**src/rtl/csr_access_ctrl.sv**
```systemverilog
// ---------------------------------------------------------------------------
// csr_access_ctrl
//
// Runs each CSR instruction as an atomic read-modify-write on the single-port
// CSR register file, and shares that port with the trap unit, which writes
// mepc, mcause and mstatus directly.
//
// A request is accepted in IDLE, the old value is read in RD and the new
// value (RW/RS/RC rule) is written in WR. The old value goes back for rd
// writeback as a one-cycle response pulse in the WR cycle. Trap writes are
// only taken in IDLE, so they never split the read and write of one instruction.
//
// Ports:
//   clk, rst_n       clock (rising edge), synchronous active-low reset
//   req_*            EX-stage CSR instruction request (valid/ready)
//   rsp_*            response pulse: old CSR value and the illegal-op flag
//   trap_*           trap unit write request; trap_ready marks the write cycle
//   csr_raddr/rdata  combinational read port of the CSR file
//   csr_we/waddr/wdata  write port of the CSR file
//   busy             an instruction is in flight (state is not IDLE)
// ---------------------------------------------------------------------------
module csr_access_ctrl #(
  parameter int XLEN   = 32,
  parameter int CSR_AW = 12
) (
  input  logic              clk,
  input  logic              rst_n,
  input  logic              req_valid,
  output logic              req_ready,
  input  logic [2:0]        req_op,
  input  logic [CSR_AW-1:0] req_addr,
  input  logic [XLEN-1:0]   req_op1,
  input  logic              req_wr_sup,
  output logic              rsp_valid,
  output logic [XLEN-1:0]   rsp_data,
  output logic              rsp_illegal,
  input  logic              trap_valid,
  output logic              trap_ready,
  input  logic [CSR_AW-1:0] trap_addr,
  input  logic [XLEN-1:0]   trap_wdata,
  output logic [CSR_AW-1:0] csr_raddr,
  input  logic [XLEN-1:0]   csr_rdata,
  output logic              csr_we,
  output logic [CSR_AW-1:0] csr_waddr,
  output logic [XLEN-1:0]   csr_wdata,
  output logic              busy
);

  typedef enum logic [1:0] {
    IDLE = 2'd0,
    RD   = 2'd1,
    WR   = 2'd2
  } state_t;

  state_t            state;
  state_t            state_nxt;

  logic [2:0]        op_q;
  logic [CSR_AW-1:0] addr_q;
  logic [XLEN-1:0]   op1_q;
  logic              wr_sup_q;
  logic [XLEN-1:0]   old_q;
  logic              rsp_valid_q;
  logic              rsp_illegal_q;

  logic              accept;
  logic              op_onehot;
  logic [XLEN-1:0]   new_val;

  // Anything other than exactly one op bit is an illegal encoding (000 included).
  assign op_onehot = (op_q == 3'b001) || (op_q == 3'b010) || (op_q == 3'b100);

  // New CSR value from the old value and the latched operand; purely bitwise.
  always_comb begin
    new_val = '0;
    case (op_q)
      3'b001:  new_val = op1_q;
      3'b010:  new_val = op1_q | old_q;
      3'b100:  new_val = ~op1_q & old_q;
      default: new_val = '0;
    endcase
  end

  // Next-state and port control. Trap writes are taken only in IDLE so an
  // instruction's read and write stay back-to-back. Everything handshake
  // related is forced low while rst_n is low, so a reset in RD or WR drops
  // the pending write.
  always_comb begin
    state_nxt  = state;
    req_ready  = 1'b0;
    trap_ready = 1'b0;
    csr_we     = 1'b0;
    csr_waddr  = '0;
    csr_wdata  = '0;
    accept     = 1'b0;

    case (state)
      IDLE: begin
        if (trap_valid) begin
          trap_ready = 1'b1;
          csr_we     = 1'b1;
          csr_waddr  = trap_addr;
          csr_wdata  = trap_wdata;
        end else begin
          req_ready = 1'b1;
          if (req_valid) begin
            accept    = 1'b1;
            state_nxt = RD;
          end
        end
      end
      RD: begin
        state_nxt = WR;
      end
      WR: begin
        state_nxt = IDLE;
        // op_q[0] is CSRRW once the encoding is known to be one-hot; CSRRW
        // writes even when rs1 is x0.
        if (op_onehot && !(wr_sup_q && !op_q[0])) begin
          csr_we    = 1'b1;
          csr_waddr = addr_q;
          csr_wdata = new_val;
        end
      end
      default: begin
        state_nxt = IDLE;
      end
    endcase

    if (!rst_n) begin
      state_nxt  = IDLE;
      req_ready  = 1'b0;
      trap_ready = 1'b0;
      csr_we     = 1'b0;
      csr_waddr  = '0;
      csr_wdata  = '0;
      accept     = 1'b0;
    end
  end

  // State register, request latch and old-value capture. The response flags
  // are registered at the end of RD so they are valid for exactly the WR cycle.
  always_ff @(posedge clk) begin
    if (!rst_n) begin
      state         <= IDLE;
      op_q          <= '0;
      addr_q        <= '0;
      op1_q         <= '0;
      wr_sup_q      <= 1'b0;
      old_q         <= '0;
      rsp_valid_q   <= 1'b0;
      rsp_illegal_q <= 1'b0;
    end else begin
      state <= state_nxt;
      if (accept) begin
        op_q     <= req_op;
        addr_q   <= req_addr;
        op1_q    <= req_op1;
        wr_sup_q <= req_wr_sup;
      end
      if (state == RD) begin
        old_q <= csr_rdata;
      end
      rsp_valid_q   <= (state == RD);
      rsp_illegal_q <= (state == RD) && !op_onehot;
    end
  end

  assign csr_raddr   = addr_q;
  assign rsp_valid   = rsp_valid_q;
  assign rsp_data    = old_q;
  assign rsp_illegal = rsp_illegal_q;
  assign busy        = rst_n && (state != IDLE);

endmodule

```
**config.mk**
```make
export PLATFORM = sky130hd
export DESIGN_NAME = csr_access_ctrl
export DESIGN_NICKNAME = d
export VERILOG_FILES = /design/src/rtl/csr_access_ctrl.sv
export SDC_FILE = /design/constraint.sdc
export NUM_CORES = 1
export LEC_CHECK = 0
export CAP_MARGIN = 20
export CORE_MARGIN = 3
export CORE_UTILIZATION = 45
export DETAILED_ROUTE_END_ITERATION = 8
export PLACE_DENSITY = 0.86
export SLEW_MARGIN = 30
export SYNTH_ARGS = -nofsm -noshare
export SYNTH_HDL_FRONTEND = slang
export SYNTH_SLANG_ARGS = --single-unit
```
**constraint.sdc**
```tcl
create_clock -name clk -period 3.65 [get_ports clk]
set_input_delay 0.73 -clock clk [delete_from_list [all_inputs] [get_ports clk]]
set_output_delay 0.73 -clock clk [all_outputs]
set_load 0.03 [all_outputs]
```
# Word level (Yosys, flattened, before mapping)
# Index checks and enable logic that the tools add are counted.
# totals
input_bits,128
n_memories,0
ram_bits,0
latchBits,0
wordCells,55
romBits,0
output_inout_bits,94
register_bits,84
# classes
n_reduce_logical,12
shifts,0
div,0
eq_ne,7
bitwise,3
muxes,25
order_cmp,0
mul,0
n_addsub,0
# ops
op,n
2-to-1 mux 32 bit,3
case mux 32 bit (3 select lines),1
case mux 32 bit (2 select lines),1
2-to-1 mux 12 bit,3
bitwise AND 32 bit,1
inverter 32 bit,1
OR 32 bit,1
case mux 12 bit (2 select lines),1
2-to-1 mux 1 bit,12
logical AND 1 bit,4
2-to-1 mux 2 bit,2
!= test 2 bit (second input constant),2
case mux 2 bit (2 select lines),1
equality test 3 x 1 -> 1 bit (second input constant),1
equality test 3 x 2 -> 1 bit (second input constant),1
equality test 3 bit (second input constant),1
zero test 1 bit,3
equality test 2 x 1 -> 1 bit (second input constant),1
equality test 2 bit (second input constant),1
zero test 2 bit,1
logical OR 1 bit,2
case mux 1 bit (2 select lines),1
AND reduction 2 bit,1
nonzero test 2 bit,1

# Longest topological paths before layout
# logic_depth
word_depth,7
depth_mapped,7
mapped_depth_nobuf,5

# Worst setup path before layout
# Ideal clock, no wire load.
# synth_timing
path_kind,input-to-output
start,input trap_valid
end,output csr_wdata[3]
setup_slack_ns,0.922
t_required_ns,2.920
path_stages,5
arrival_time_ns,1.998
path_buffers,1
cell_sequence,nor3b_1 > buf_2 > a32oi_1 > o21ai_0 > nor3b_1
# synth_via
elab_chain_cells,3
# synth_rtl
element,line,text
"start, declared",37,"input logic trap_valid,"
2-to-1 mux 32 bit,99,if (trap_valid) begin
case mux 32 bit (2 select lines),97,case (state)
2-to-1 mux 32 bit,130,if (!rst_n) begin
"end, declared",45,"output logic [XLEN-1:0] csr_wdata,"
# Every way passes these cells.

# Final worst setup path
# layout_timing
start,register op_q[0]
end,output csr_wdata[25]
# layout_via
elab_chain_cells,7
word_cells_on_any_way,13
cone_classes,eq/ne: 3; mux: 4; reduce/logical: 6
# layout_rtl
element,line,text
"start, declared",58,logic [2:0] op_q;
"start signal, assigned",156,op_q <= req_op;
equality test 3 x 1 -> 1 bit (tied with other cells),"71, 76",
logical OR 1 bit / logical AND 1 bit (equally long branches),"71, 119",
logical OR 1 bit / zero test 1 bit (equally long branches),"71, 119",
logical AND 1 bit,119,if (op_onehot && !(wr_sup_q && !op_q[0])) begin
2-to-1 mux 32 bit *,119,
case mux 32 bit (2 select lines) *,97,
2-to-1 mux 32 bit *,130,
# Mark *: on every way between the ends. The rest lies on a longest branch, timed or not.

==> results.toml <==
[status]
status = "completed"

[power_and_ir_drop]
power_w = 0.00220
max-vdd-ir-drop_v = 0.000234
leakage_nw = 2.44
power.density_mw_per_mm2 = 303

[clock_tree]
insertion_delay_ps = 350
cts-htree-levels = 3
clockBufferDepth = 2
clk_pin_slew_ps = 90
cts_tree = "built"
cts_buffers = 9
clock-sinks = 84
ctsRootBufferMaster = "clkbuf_8"

[drt]
drcViolationCount = 0
avgRoutedWirePerCell_um = 18.0
wirelength_um = 17300
drt_iter0_markers = 379
drt_pass1_iterations = 5
ant_nets = 0
vias = 5437
via_per_inst = 5.66

[critical_path]
crit_top_cell = "buf_4"
crit_required_ps = 2920
cp-end-kind = "output port"
reg2regPathDepth = 6
r2r_end = "op1_q[16]"
arrival_ps = 2570
cpMaxStageDelayCell = "dfxtp_1"
r2r-start = "state[0]"
path_delay_family = "flip-flops"
rrSetupSlack_ps = 1530
crit_path_max_fanout = 19
critPathBufInv = 2
path_class = "register to output port"
cpPeakStageDelay_ps = 700
path_cells = "nand2b_1 > o32ai_4 > buf_4 > a21oi_1 > nor3b_2 > buf_4"
cp-start-kind = "register"

[timing]
slew_violations = 0
relSlewSlack = 0.384
final_hold_viol_count = 0
finalClockSkew_ps = 10.8
tightest_slew_ps = 923
fmax_mhz = 303
rsz0062_at_grt = "no"
fin_crit_ps = 3300
finalSetupViolCount = 0
setup_tns_ps = 0
period_share = 0.905

[synthesis]
synth_cells = 621
syn_area_per_cell_um2 = 7.76
ys_ff_latch = 84
synth_nets = 749
async_flop_share = 0
netlist_area_mm2 = 0.00482
netlist_top_cells_area = "dfxtp_1, nand2_1, a21boi_0, nor3b_2, a22oi_1"
yosys.area.top_type = "dfxtp_1"
ys_warn_count = 0
synthDominantCellAreaShare = 0.349
synth-edff-count = 0
yosys_most_used_dff = "dfxtp_1"
ys_seq_area_frac = 0.349
ys_types = 31

[die]
die_y_um = 109
num_rows = 37
io_pins = 222
die_w_um = 109
core_area_mm2 = 0.0104
dieArea_mm2 = 0.0120
initial_core_util = 0.465

[placement]
place_congestion = 0.850
hpwlAfterDp_um = 12200
portBuffers = 221
detailed_place.area_mm2 = 0.00703

[grt]
grt_max_degree = 55
grt_pass1_vias = 5402
antenna_found_initial = 0
track_usage = 0.277
grt_first_pass_wirelength_um = 26200
globalRoute.totalOverflow = 0

[min_path]
whs_path_depth = 2
worstHoldPathType = "register to register"
hold_end = "wr_sup_q"
min_from = "wr_sup_q"

[layout]
drive_above_1_share = 0.147
areaGrowthSynthToFinish_pct = 50.9
diodes = 0
fillers = 851
nNetsFinal = 947
stdcell_area_mm2 = 0.00727

[flow_run]
drv_cap = 0
==> layout make-up <==
class	instances	area, um^2	area share
clock buffers	10	128	0.0175
clock inverters	6	86.3	0.0119
inverters	29	109	0.0150
multi-input cells	450	2800	0.385
flip-flops and latches	84	1680	0.231
well taps	136	170	0.0234
repair buffers	245	2300	0.316
==> timing repair <==
| item | CTS | global route |
|---|---|---|
| hold buffers | 0 | 0 |
| resized for setup | 0 | 1 |
| setup endpoints to repair | 0 | 5 |
| buffers inserted | 0 | 3 |
==> worst min-delay path, stage by stage (launching register included) <==
cell	delay [ps]
dfxtp_1	320
nand2_1	50
a21boi_1	50
==> cell usage in the layout, fill, tap and decap left out, drive strengths merged, types with 2 or more instances in the layout <==
master	count
a22oi	40
nor2b	5
a21oi	29
nand3b	3
a32o	3
clkinv	2
clkbuf	10
and2	4
dfxtp	84
a21boi	80
buf	70
a32oi	28
o21ai	35
a2bb2oi	3
nor2	13
clkdlybuf4s50	175
bufinv	2
inv	30
nand2b	5
nor3b	32
nand2	162
o21a	2
==> through the flow <==
stage / std cells / util / hold slack, ps / setup WS [ps]
after floorplan: 621 / - / 430 / 922
after global placement: 941 / 0.677 / 440 / 438
after detailed placement: 941 / 0.677 / 444 / 411
after CTS: 957 / 0.698 / 457 / 57.5
after global routing: 960 / 0.701 / 507 / 159
final: 960 / 0.701 / 458 / 347
==> metal layers <==
metal	vias to the layer above	wire length [um]	track usage
li1	2557	-	-
met1	2577	6720	0.323
met2	277	8630	0.492
met3	26	1560	0.0622
met4	0	363	0.105
met5	-	0	0
==> logic make-up (layout without fill, tap and decap cells) <==
family,count (synthesis),in the layout,synth area share
buffers and inverters,87,290,0.0784
AOI/OAI and AO/OA,222,222,0.327
DFF,84,84,0.349
xor gates and xnor gates,2,2,0.00364
and+or+nand+nor,226,226,0.242
==> how the worst max path moves through the flow <==
stage | from | endpoint | depth (start not counted)
after floorplan | trap_valid | csr_wdata[3] | 5
after global placement | trap_valid | trap_ready | 4
after detailed placement | trap_valid | csr_wdata[25] | 7
after CTS | op_q[0] | csr_wdata[25] | 6
after global routing | op_q[0] | csr_wdata[25] | 6
final | op_q[0] | csr_wdata[25] | 6
==> registers in the layout, summed over array words and instances, names as in the netlist <==
name / flops
op1_q: 32
rsp_valid: 1
state: 2
rsp_data: 32
op_q: 3
wr_sup_q: 1
rsp_illegal: 1
csr_raddr: 12
==> cell usage after synthesis (8+ instances only) <==
cell      number
inv_1         28
o21ai_0       34
a32oi_1       28
buf_2         17
nor2_1        13
a22oi_1       40
clkbuf_1      29
dfxtp_1       84
nor3b_2       27
a21boi_1      10
buf_1          8
a21oi_1       29
a21boi_0      70
nand2_1      162
==> power by group <==
group	internal, W	total [W]	switching (W)
sequential	0.000946	0.000976	0.0000299
combinational	0.000249	0.000495	0.000246
clock	0.000386	0.000729	0.000343
(Power assumes the default switching activity.)
